[src/rtl/ex_tracker.sv]
// ex_tracker: buffers completed ID-stage trace elements, stamps EX start/end
// times from the global counter and hands each element on to the WB tracker.
`default_nettype none

module ex_tracker #(
    parameter int ADDR_WIDTH = 32,
    parameter int DATA_WIDTH = 32,
    parameter int FIFO_DEPTH = 2
) (
    input  logic                                 clk,
    input  logic                                 rst,
    input  logic [31:0]                          counter,
    input  logic                                 id_data_ready,
    input  logic [ADDR_WIDTH+DATA_WIDTH+256:0]   id_data_in,
    input  logic                                 is_executing,
    output logic [ADDR_WIDTH+DATA_WIDTH+256:0]   ex_data_o,
    output logic                                 ex_data_ready,
    output logic                                 overflow
);

    localparam int PTR_W = $clog2(FIFO_DEPTH);
    localparam int CNT_W = PTR_W + 1;

    // Packed layout of a trace element, MSB first; pass_through is bit 0.
    typedef struct packed {
        logic [ADDR_WIDTH-1:0] addr;
        logic [DATA_WIDTH-1:0] instruction;
        logic [31:0]           if_start;
        logic [31:0]           if_end;
        logic [31:0]           id_start;
        logic [31:0]           id_end;
        logic [31:0]           ex_start;
        logic [31:0]           ex_end;
        logic [31:0]           wb_start;
        logic [31:0]           wb_end;
        logic                  pass_through;
    } trace_t;

    typedef enum logic [1:0] {
        S_IDLE       = 2'd0,
        S_EXEC_START = 2'd1,
        S_EXEC_END   = 2'd2
    } state_t;

    trace_t                r_mem [FIFO_DEPTH];
    logic [PTR_W-1:0]      r_wr_ptr;
    logic [PTR_W-1:0]      r_rd_ptr;
    logic [CNT_W-1:0]      r_count;
    trace_t                r_work;
    trace_t                r_out;
    logic                  r_pt_pend;
    logic                  r_ready;
    logic                  r_ovf;
    logic                  r_id_ready_d;
    logic [DATA_WIDTH-1:0] r_last_instr;
    state_t                r_state;

    trace_t w_in;
    trace_t w_head;
    trace_t w_popped;
    trace_t w_emit_data;
    state_t w_state_nxt;
    logic   w_capture;
    logic   w_full;
    logic   w_empty;
    logic   w_push;
    logic   w_pop;
    logic   w_drop;
    logic   w_emit;
    logic   w_load_start;

    assign w_in      = id_data_in;
    assign w_head    = r_mem[r_rd_ptr];
    // A held level only counts again once the instruction changes.
    assign w_capture = id_data_ready && (!r_id_ready_d || (w_in.instruction != r_last_instr));
    assign w_full    = (r_count == CNT_W'(FIFO_DEPTH));
    assign w_empty   = (r_count == '0);
    assign w_push    = w_capture && (!w_full || w_pop);
    assign w_drop    = w_capture && w_full && !w_pop;

    always_comb begin
        w_state_nxt           = r_state;
        w_pop                 = 1'b0;
        w_load_start          = 1'b0;
        w_emit                = r_pt_pend;
        w_emit_data           = r_work;
        w_popped              = w_head;
        w_popped.ex_start     = '0;
        w_popped.ex_end       = '0;
        case (r_state)
            S_IDLE: begin
                if (!w_empty) begin
                    w_pop = 1'b1;
                    if (!w_head.pass_through) begin
                        w_state_nxt = S_EXEC_START;
                    end
                end
            end
            S_EXEC_START: begin
                if (is_executing) begin
                    w_load_start = 1'b1;
                    w_state_nxt  = S_EXEC_END;
                end
            end
            S_EXEC_END: begin
                if (!is_executing) begin
                    w_emit             = 1'b1;
                    w_emit_data.ex_end = counter;
                    w_state_nxt        = S_IDLE;
                end
            end
            default: w_state_nxt = S_IDLE;
        endcase
    end

    always_ff @(posedge clk) begin
        if (w_push) begin
            r_mem[r_wr_ptr] <= w_in;
        end
    end

    always_ff @(posedge clk or posedge rst) begin
        if (rst) begin
            r_state      <= S_IDLE;
            r_wr_ptr     <= '0;
            r_rd_ptr     <= '0;
            r_count      <= '0;
            r_work       <= '0;
            r_out        <= '0;
            r_pt_pend    <= 1'b0;
            r_ready      <= 1'b0;
            r_ovf        <= 1'b0;
            r_id_ready_d <= 1'b0;
            r_last_instr <= '0;
        end else begin
            r_state      <= w_state_nxt;
            r_id_ready_d <= id_data_ready;
            r_ready      <= w_emit;
            r_ovf        <= r_ovf | w_drop;
            r_pt_pend    <= w_pop && w_head.pass_through;
            if (w_capture) begin
                r_last_instr <= w_in.instruction;
            end
            if (w_push) begin
                r_wr_ptr <= r_wr_ptr + PTR_W'(1);
            end
            if (w_pop) begin
                r_rd_ptr <= r_rd_ptr + PTR_W'(1);
            end
            case ({w_push, w_pop})
                2'b10:   r_count <= r_count + CNT_W'(1);
                2'b01:   r_count <= r_count - CNT_W'(1);
                default: r_count <= r_count;
            endcase
            if (w_pop) begin
                r_work <= w_popped;
            end else if (w_load_start) begin
                r_work.ex_start <= counter;
            end
            if (w_emit) begin
                r_out <= w_emit_data;
            end
        end
    end

    assign ex_data_o     = r_out;
    assign ex_data_ready = r_ready;
    assign overflow      = r_ovf;

endmodule

`default_nettype wire

[config.mk]
export PLATFORM = sky130hd
export DESIGN_NAME = ex_tracker
export DESIGN_NICKNAME = d
export VERILOG_FILES = /design/src/rtl/ex_tracker.sv
export SDC_FILE = /design/constraint.sdc
export NUM_CORES = 2
export LEC_CHECK = 0
export BUFFER_PORTS_ARGS = -buffer_cell sky130_fd_sc_hd__buf_2
export CAP_MARGIN = 20
export CORE_MARGIN = 1
export CORE_UTILIZATION = 40
export CTS_BUF_LIST = sky130_fd_sc_hd__clkbuf_4 sky130_fd_sc_hd__clkbuf_8 sky130_fd_sc_hd__clkbuf_16
export DETAILED_ROUTE_END_ITERATION = 16
export GPL_ROUTABILITY_DRIVEN = 0
export PLACE_DENSITY = 0.68
export SLEW_MARGIN = 15
export SYNTH_ARGS = -nofsm -noshare
export SYNTH_HDL_FRONTEND = slang
export SYNTH_SLANG_ARGS = --single-unit
[constraint.sdc]
create_clock -name clk -period 25.2 [get_ports clk]
set_clock_uncertainty 0.05 [all_clocks]
set_input_delay 5.04 -clock clk [delete_from_list [all_inputs] [get_ports clk]]
set_output_delay 5.04 -clock clk [all_outputs]
set_load 0.01 [all_outputs]
Yosys cells after proc, flatten, opt, wreduce, memory -nomap -nowiden
Memory sizes are Yosys's and may differ from the RTL's.
Cells that the tools add are included.
W data, S select, Z words.

cells by class
  $lt $le $gt $ge = 0
  eq/ne operators = 10
  add/subtract/negate cells = 4
  shift-type cells = 0
  mux-type cells = 18
  div/mod/pow operators = 0
  $mul = 0
  bitwise gates (word level) = 1
  reductions and logical operators = 15

operators by type and width
  kind                   count
  $mux W32               4
  $ne A32 B32 Y1         1
  $mux W1                8
  $mux W2                4
  $ne A2 B2 Y1 const B   4
  $eq A2 B2 Y1 const B   3
  $pmux W2 S3            1
  $logic_and A1 B1 Y1    5
  $eq A2 B1 Y1 const B   2
  $logic_not A2 Y1       2
  $pmux W2 S2            1
  $reduce_and A4 Y1      1
  $reduce_bool A2 Y1     2
  $logic_not A1 Y1       3
  $add A1 B1 Y1 const B  2
  $add A2 B1 Y2 const B  1
  $logic_or A1 B1 Y1     2
  $sub A2 B1 Y2 const B  1
  $or A1 B1 Y1           1

word-level totals
  bits in latches = 0
  output and inout bits = 323
  bits in read-only memories = 0
  memories kept = 1
  memory bits (writable) = 642
  register bits after elaboration = 652

memory list
  name   depth  width  read ports  clocked after memory_dff  write ports  line  RTL
  r_mem  2      321    1           0                         1            45    trace_t r_mem [FIFO_DEPTH];

Depth between registers and ports, before layout
  depth in word-level cells = 7
  mapped depth = 7
  gate-level depth less buffers = 6

Worst setup path after synthesis
Ideal clock, no wire load.

  kind = input port to flip-flop
  start = input port id_data_in[268]
  end = memory r_mem[0][0] in the netlist's numbering, enable pin
  library setup time = 1.190 ns
  data arrival time = 22.942 ns
  path slack = 1.018 ns
  cell stages on the path = 6
  data required time = 23.960 ns
  cell sequence = xor2_1 -> nor4_1 -> nand4_1 -> o31ai_4 -> buf_8 -> nor3_1

between the ends
  cells in the longest elaborated chain, start to end = 6

ends and longest elaborated chain
  item                           line  RTL
  start: declaration             14    input logic [ADDR_WIDTH+DATA_WIDTH+256:0] id_data_in,
  $ne A32 B32 Y1                 75    assign w_capture = id_data_ready && (!r_id_ready_d || (w_in.instruction != r_last_instr));
  $logic_or A1 B1 Y1             75
  $logic_and A1 B1 Y1            75
  $logic_and A1 B1 Y1            78    assign w_push = w_capture && (!w_full || w_pop);
  $mux W1                        117   if (w_push) begin
  $mux W1 (implied by the code)  118   r_mem[r_wr_ptr] <= w_in;
  end: declaration               45

No other way between the ends.

Final worst setup path
  start = input port id_data_in[271]
  end = memory r_mem[1][163] in the netlist's numbering, enable pin

Same word-level chain as after synthesis.

==> reports/metrics.csv <==
metric,value,unit
status,finished clean,
reg2regPathDepth,9,
syn_inst,2668,
viasPerCell,4.85,
cts_buffer_depth,3,
synth_fp_nets,3025,
dpl.hpwl,58.9,mm
die_area,107000,µm²
antenna_found_initial,31,
ir_drop,0.0987,mV
fp.coreArea,104000,µm²
rsz0062_at_grt,no,
track_usage,17.1,%
syn_area,42200,µm²
wl,92.6,mm
drv_cap,0,
ys_types,29,
cp-start-kind,input pin,
critical_path_required,25.46,ns
critical_path_class,in2reg,
ys_top_cells_by_count,"dfrtp_1, edfxtp_1, nand2_1",
synth_top_area_cell,dfrtp_1,
vias,23200,
rr_startpoint,r_last_instr[14],
cts_tree,done,
yosys_warnings,0,
post_cts_buffers,0,
power,6.62,mW
power_density,130,nW/µm²
grt_pass1_vias,23600,
async_flop_share,55.9,%
fin_crit_sh,34.7,%
cp_max_fo,64,
cts_inserted_buffers,117,
ant_nets,0,
crit_top_cell,buf_4,
holdBufCountCts,0,
hold_path_depth,2,
critical_path_buf_inv_count,4,
synth_edf_count,514,
ys_seq_area_share,75.2,%
cts_sinks,1166,
hold_viol_final,0,
die_w,327,µm
synth.top_cell.area_share,38.6,%
min_from,r_work[297],
drt_first_pass_iters,5,
layout-drive-gt1-share,35.3,%
whs,0.421,ns
clockRootBuffer,clkbuf_16,
finalSetupViolations,0,
clk_latency,0.70,ns
detail_route.iter0.violations,1100,
grt_max_degree,130,
multiInputGateArea,9900,µm²
crit_cells,10,
crit_path_end_kind,register,
drc,0,
final_util,48.8,%
die_h,327,µm
worstMarginPinSlew,1.04,ns
hold_class,reg2reg,
timing.fmax,0.114,GHz
area_growth,20.4,%
cpPeakStageDelay,0.81,ns
grt.overflow.total,0,
slew_headroom,30.4,%
avgRoutedWirePerCell,19.3,µm
portBuffers,615,
drv_slew,0,
final_nets,3651,
crit_family,buffers and inverters,
path_clk_slew,0.06,ns
synthFlopType,dfrtp_1,
grt_pass1_wl,141,mm
worstPathArrival,9.01,ns
period_needed,8.75,ns
rows,118,
final-seq-area,31800,µm²
fill_cells,8930,
ctsResizeCount,0,
slowest_stage,buf_4,
start_util,40.6,%
io_pins,680,
ys_ff_latch,1166,
startpoint,id_data_in[271],
leakage,22.0,nW
fin_setup_tns,0,ns
yosys-top-cells-area,"dfrtp_1, edfxtp_1, mux2_2",
crit_chain,buf_2 > xor2_1 > nor4_1 > nand3_1 > o31ai_4 > nor2_1 > and2_4 > buf_4 > buf_4 > buf_4,
syn_area_per_cell,15.8,µm²
cts_max_level,3,
yosysMostFrequentCell,dfrtp_1,
worst register-to-register path, cell delays in order (launching register included):
cell	delay, ns
dfrtp_1	0.38
xor2_1	0.22
nor4_1	0.12
nand3_1	0.16
o31ai_4	0.07
nor2_1	0.17
and2_4	0.58
buf_4	0.83
buf_4	0.86
buf_4	0.76
per-layer routing:
metal | global-route usage (%) | part of all wire (%)
met1 | 20.1 | 39
met5 | 0 | 0.23
met4 | 5.67 | 2.8
met3 | 5.46 | 6.5
met2 | 29.6 | 51
final cells by class:
type	instances	area share [%]
Clock inverter	48	0.980
Timing Repair Buffer	650	6.70
Clock buffer	173	6.88
Antenna cell	9	0.0443
Tap cell	1380	3.40
Multi-Input combinational cell	1356	19.5
Sequential cell	1166	62.5
Inverter	3	0.0517
placed cells by master, fill, tap and decap left out, types with 3 or more instances in the layout:
cell        instances
dfrtp_1           651
buf_2             615
edfxtp_1          514
nand2_1           353
mux2_2            322
o21ai_0           289
mux2i_1           259
clkbuf_16         117
nand2b_1           34
a21oi_1            34
xor2_1             32
clkbuf_4           32
buf_4              31
clkbuf_8           24
clkinv_2           21
diode_2             9
bufinv_16           8
nor4_1              7
clkinv_1            6
inv_6               5
inv_8               4
nor2_1              3
nand3_1             3
xnor2_1             3
clkinvlp_4          3
registers in the layout, indices dropped and copies added (netlist names):
signal         cells
r_rd_ptr           1
r_last_instr      32
ex_data_ready      1
r_pt_pend          1
ex_data_o        321
r_wr_ptr           1
r_work           289
overflow           1
r_id_ready_d       1
r_count            2
r_state            2
r_mem            514
power breakdown:
group          switching [mW]  internal [mW]  total [mW]
logic                    1.09          0.777        1.87
registers               0.296           2.70        2.99
clock network           0.716           1.04        1.76
total                    2.10           4.52        6.62
cell families after synthesis:
| logic type | Yosys count | share of synthesized area [%] |
|---|---|---|
| flops | 1166 | 75.2 |
| mux | 581 | 14.7 |
| simple gates | 413 | 3.99 |
| compound gates | 327 | 3.93 |
| buf+inv | 146 | 1.44 |
| xor+xnor | 35 | 0.726 |
per-stage QoR:
| step | setup slack (ns) | instances | area, µm² |
|---|---|---|---|
| floorplan | 1.02 | 2668 | 42200 |
| global placement | 15.55 | 4553 | 46800 |
| detailed placement | 15.51 | 4553 | 46800 |
| CTS | 16.27 | 4774 | 50800 |
| global route | 16.15 | 4785 | 50800 |
| finish | 16.45 | 4785 | 50800 |
path summary, 6_finish.rpt:
check	slack [ns]	end
setup / recovery	16.45	r_mem[1][163]
hold / removal	0.42	r_work[297]
min in group asynchronous	4.41	ex_data_o[223]
hold reg to reg	0.42	r_work[297]
setup reg to reg	20.56	r_mem[1][163]
max in group asynchronous	16.98	r_work[27]
No activity file was read; power rests on OpenSTA's default activity.
